### src/rtl/count_capture_monitor_pkg.sv
// rtl/count_capture_monitor_pkg.sv - shared types and default widths for the count capture monitor
package count_capture_monitor_pkg;

   localparam int DEF_N      = 7;
   localparam int DEF_WRAP_W = 4;

   typedef enum logic [1:0] {
      ST_IDLE     = 2'd0,
      ST_ARMED    = 2'd1,
      ST_CAPTURED = 2'd2
   } state_t;

endpackage

### src/rtl/count_capture_monitor_rise_detect.sv
// rtl/count_capture_monitor_rise_detect.sv - registered copy of a level plus rising-edge strobe
module count_capture_monitor_rise_detect (
   input  logic clock,
   input  logic clear_n,
   input  logic d,
   output logic rise
);

   logic r_d;

   always_ff @(posedge clock) begin
      if (!clear_n) begin
         r_d <= 1'b0;
      end else begin
         r_d <= d;
      end
   end

   assign rise = d & ~r_d;

endmodule

### src/rtl/count_capture_monitor.sv
// rtl/count_capture_monitor.sv - wrap/match pulse generator and arm/trigger snapshot of a count bus
module count_capture_monitor
   import count_capture_monitor_pkg::*;
#(
   parameter int N      = DEF_N,
   parameter int WRAP_W = DEF_WRAP_W
) (
   input  logic              clock,
   input  logic              clear_n,
   input  logic [0:N]        count_in,
   input  logic [0:N]        compare,
   input  logic              arm,
   input  logic              trig,
   input  logic              ack,
   output logic              match_pulse,
   output logic              wrap_pulse,
   output logic              busy,
   output logic              capture_valid,
   output logic [0:N]        capture_value,
   output logic [WRAP_W-1:0] capture_wraps
);

   localparam logic [WRAP_W-1:0] W_ONE = {{(WRAP_W-1){1'b0}}, 1'b1};

   state_t            r_state;
   state_t            w_state_nxt;
   logic [0:N]        r_count_q;
   logic              r_primed;
   logic [WRAP_W-1:0] r_wraps;
   logic [WRAP_W-1:0] w_wraps_nxt;
   logic              w_trig_rise;
   logic              w_wrap;
   logic              w_restart;
   logic              w_match;
   logic              w_capture;

   count_capture_monitor_rise_detect u_trig_rise (
      .clock   (clock),
      .clear_n (clear_n),
      .d       (trig),
      .rise    (w_trig_rise)
   );

   // r_primed masks the first post-reset sample, where r_count_q is not a real history value
   assign w_wrap    = r_primed && (r_count_q == '1) && (count_in == '0);
   assign w_restart = r_primed && (count_in < r_count_q) && !w_wrap;
   assign w_match   = r_primed && (count_in == compare) && (count_in != r_count_q);

   always_comb begin
      w_state_nxt = r_state;
      w_wraps_nxt = r_wraps;
      w_capture   = 1'b0;
      case (r_state)
         ST_IDLE: begin
            if (arm) begin
               w_state_nxt = ST_ARMED;
               w_wraps_nxt = '0;
            end
         end
         ST_ARMED: begin
            if (w_restart) begin
               w_wraps_nxt = '0;
            end else if (w_wrap && !(&r_wraps)) begin
               w_wraps_nxt = r_wraps + W_ONE;
            end
            if (w_trig_rise) begin
               w_state_nxt = ST_CAPTURED;
               w_capture   = 1'b1;
            end
         end
         ST_CAPTURED: begin
            if (ack) begin
               w_state_nxt = ST_IDLE;
            end
         end
         default: w_state_nxt = ST_IDLE;
      endcase
   end

   always_ff @(posedge clock) begin
      if (!clear_n) begin
         r_state <= ST_IDLE;
      end else begin
         r_state <= w_state_nxt;
      end
   end

   always_ff @(posedge clock) begin
      if (!clear_n) begin
         r_count_q     <= '0;
         r_primed      <= 1'b0;
         r_wraps       <= '0;
         match_pulse   <= 1'b0;
         wrap_pulse    <= 1'b0;
         capture_valid <= 1'b0;
         capture_value <= '0;
         capture_wraps <= '0;
      end else begin
         r_count_q   <= count_in;
         r_primed    <= 1'b1;
         r_wraps     <= w_wraps_nxt;
         match_pulse <= w_match;
         wrap_pulse  <= w_wrap;
         // Snapshot takes the updated wrap count so a same-cycle wrap is included
         if (w_capture) begin
            capture_value <= count_in;
            capture_wraps <= w_wraps_nxt;
            capture_valid <= 1'b1;
         end else if (r_state == ST_CAPTURED && ack) begin
            capture_valid <= 1'b0;
         end
      end
   end

   assign busy = (r_state != ST_IDLE);

endmodule

### config.mk
export PLATFORM = sky130hd
export DESIGN_NAME = count_capture_monitor
export DESIGN_NICKNAME = d
export VERILOG_FILES = /design/src/rtl/count_capture_monitor_pkg.sv /design/src/rtl/count_capture_monitor_rise_detect.sv /design/src/rtl/count_capture_monitor.sv
export SDC_FILE = /design/constraint.sdc
export NUM_CORES = 1
export LEC_CHECK = 0
export CAP_MARGIN = 40
export CORE_MARGIN = 2
export CORE_UTILIZATION = 44
export CTS_CLUSTER_DIAMETER = 100
export DETAILED_ROUTE_END_ITERATION = 10
export GPL_ROUTABILITY_DRIVEN = 0
export PLACE_DENSITY_LB_ADDON = 0.08
export SYNTH_ARGS = -nofsm -noshare
export SYNTH_HDL_FRONTEND = slang
export SYNTH_SLANG_ARGS = --single-unit
### constraint.sdc
create_clock -name clock -period 2 [get_ports clock]
set_clock_uncertainty 0.15 [all_clocks]
set_input_delay 0.3 -clock clock [delete_from_list [all_inputs] [get_ports clock]]
set_output_delay 0.3 -clock clock [all_outputs]
set_load 0.05 [all_outputs]
==> impl_metrics.ini <==
[cts]
root_buffer = clkbuf_4
cts-buffers-inserted = 5
clock_path_buffers = 2
cts_tree = built
clock_latency_ps = 340
clk_pin_slew_ps = 100
cts.htree.levels = 2
clock-sinks = 31
holdBufCountCts = 0

[sta]
min_period_ps = 1970
rsz0062_at_grt = true
setup-tns-final_ps = 0
tightest_slew_ps = 522
hold_viol_final = 0
holdWs_ps = 268
drv_slew = 0
setup_viol = 0
relSlewSlack_pct = 65.1
max_freq_mhz = 507
finalCritPeriodShare_pct = 98.6

[critical_path]
crit_path_end_kind = register
critical_path.top_delay_family = simple AND/OR/NAND/NOR gates
slowest_stage = or4b_4
path_buf_inv = 1
r2r_start = r_count_q[6]
worstSetupStartpointType = register
criticalPathCategory = register to register
crit_fanout = 5
startpoint = r_count_q[6]
crit_chain = inv_1 > ha_4 > nand4b_1 > a31oi_1 > or4b_4 > a31oi_4 > o21ai_1
crit_required_ps = 2090
critical_path.max_stage_delay_ps = 590
crit_arrival_ps = 2060

[routing]
drt_iter0_drc = 59
drtPass1Iterations = 4
routed_wl_mm = 3.80
wire_per_inst_um = 14.0
ant_nets = 0
drc_errors = 0
vias = 1407
viasPerCell = 5.17

[power_and_ir_drop]
ir_drop_mv = 0.352
p_clk_share_pct = 33.6
intPower_mw = 1.04
switching_share_pct = 26.6
power.density_nw_per_um2 = 624
p_leak_nw = 0.917
finalPower_mw = 1.41
seqPwrFrac_pct = 46.4
netSwitchingPower_mw = 0.375
combPwrFrac_pct = 20.0

[min_path]
hold_start = count_in[2]
min_path_type = primary input to register

[synthesis]
syn_nets = 203
netlist_area_um2 = 1530
ys_seq_area_share_pct = 40.6
yosysWarningCount = 0
synth-seq-cells = 31
syn_area_per_cell_um2 = 8.84
synthCells = 173
ys_types = 40

[floorplan]
start_util_pct = 45.8
boundaryPins = 37
rows = 21
die_area_um2 = 3960
die_h_um = 63.0
core_um2 = 3340
die_w_um = 63.0

[global_route]
first_global_vias = 1428
grt_pass1_wl_mm = 6.50
overflow = 0
antenna_found_initial = 0
grt_usage_pct = 20.8
grt_max_degree = 13

[cells_and_area]
fin_util_pct = 67.7
syn2layout_area_growth_pct = 47.8
finalNetCount = 256
antenna_cells = 0
drive_gt1_share_pct = 25.7

[place]
port_buffers = 36
dpl.hpwl_mm = 2.75

[outcome]
status = completed

[run]
max_cap_viol_count = 0
==> layout make-up <==
cell class / count / area, um2
flip-flops and latches: 31 / 629
well taps: 46 / 57.6
repair buffers: 52 / 489
fillers: 275 / 1080
inverters: 12 / 45.0
clock inverters: 1 / 30.0
multi-input cells: 124 / 967
clock buffers: 6 / 41.3
==> power groups by stage <==
stage	combinational, mW	clock [mW]	sequential (mW)
2_1_floorplan	0.101	0	0.697
3_3_place_gp	0.244	0	0.666
3_5_place_dp	0.249	0	0.667
4_1_cts	0.263	0.484	0.653
5_1_grt	0.309	0.503	0.659
6_report	0.282	0.474	0.655
==> per-layer routing <==
layer / share of wire (%) / vias up / global-route usage [%]
met5: 0 / - / 0
met4: 2.2 / 0 / 7.22
met3: 5.3 / 10 / 6.31
met2: 46 / 46 / 34.0
met1: 46 / 645 / 25.8
li1: - / 706 / -
==> worst reg2reg max path, stage by stage (launching register included) <==
cell and delay, ps:
dfxtp_2 330, inv_1 90, ha_4 210, nand4b_1 90, a31oi_1 90, or4b_4 590, a31oi_4 240, o21ai_1 90
==> stage by stage <==
stage	area, um2	cells	setup slack, ps
after global placement	2020	263	-467
final	2260	272	27.3
after global routing	2260	272	-79.4
after floorplan	1530	173	11.1
after CTS	2160	270	1.54
after detailed placement	2020	263	-577
==> state kept, by name, indices dropped and copies added, names as in the netlist <==
| signal | count |
|---|---|
| match_pulse | 1 |
| capture_valid | 1 |
| r_primed | 1 |
| r_count_q | 8 |
| u_trig_rise.r_d | 1 |
| wrap_pulse | 1 |
| capture_value | 8 |
| capture_wraps | 4 |
| r_wraps | 4 |
| r_state | 2 |
==> cell usage in the layout, fill, tap and decap left out, types with 5 or more instances in the layout <==
cell type,count
inv_2,5
nand3_1,7
dfxtp_2,7
nor2_1,6
and2_1,9
dlymetal6s2s_1,6
nand2_1,25
clkdlybuf4s50_1,26
buf_4,17
dfxtp_1,24
clkbuf_4,5
ha_4,7
inv_1,7
a21boi_0,9
==> synth_stat cells (all sizes together) <==
cell type | number | area [um2]
o21ai | 7 | 35.0
o31ai | 2 | 20.0
nor4 | 2 | 12.5
or2 | 2 | 12.5
and4 | 2 | 17.5
a31oi | 4 | 25.0
nand4 | 3 | 18.8
o211a | 1 | 10.0
clkbuf | 5 | 18.8
nor3 | 3 | 26.3
inv | 12 | 45.0
nor4b | 1 | 8.76
nand3b | 2 | 15.0
o41ai | 1 | 16.3
a21boi | 10 | 75.1
a21oi | 5 | 25.0
o21a | 2 | 15.0
nor2 | 7 | 28.8
buf | 1 | 11.3
ha | 9 | 113
nand3 | 7 | 35.0
xor2 | 4 | 35.0
or4b | 1 | 13.8
o21bai | 2 | 15.0
o31a | 1 | 8.76
and3 | 2 | 13.8
nand4b | 1 | 8.76
and2 | 11 | 72.6
nor4bb | 1 | 10.0
nand2 | 25 | 93.8
a41o | 1 | 10.0
o211ai | 1 | 7.51
dfxtp | 31 | 621
xnor2 | 4 | 35.0
==> logic make-up (layout without fill, tap and decap cells) <==
group                    count (synthesis)  in the layout  synth area share [%]
AND/OR/NAND/NOR                         70             70                  25.4
AO/OA/AOI/OAI                           37             37                  17.2
flip-flops                              31             31                  40.6
buffers and inverters                   18             71                  4.91
adder cells (fa/ha/maj)                  9              9                  7.37
XOR/XNOR                                 8              8                  4.58
==> what timing repair did <==
action,in CTS,in global routing
pin swaps,5,10
cloned,0,0
resized for setup,15,26
setup buffers,0,2
endpoints found under the setup margin,8,9
==> worst paths after layout <==
kind	to	slack (ps)	cells after the start
worst min register to register	capture_value[1]	320	2
worst max-delay path	r_wraps[1]	30	7
worst max register to register	r_wraps[1]	30	7
worst min-delay path	r_count_q[2]	270	3
Power figures use the tool's default switching activity.
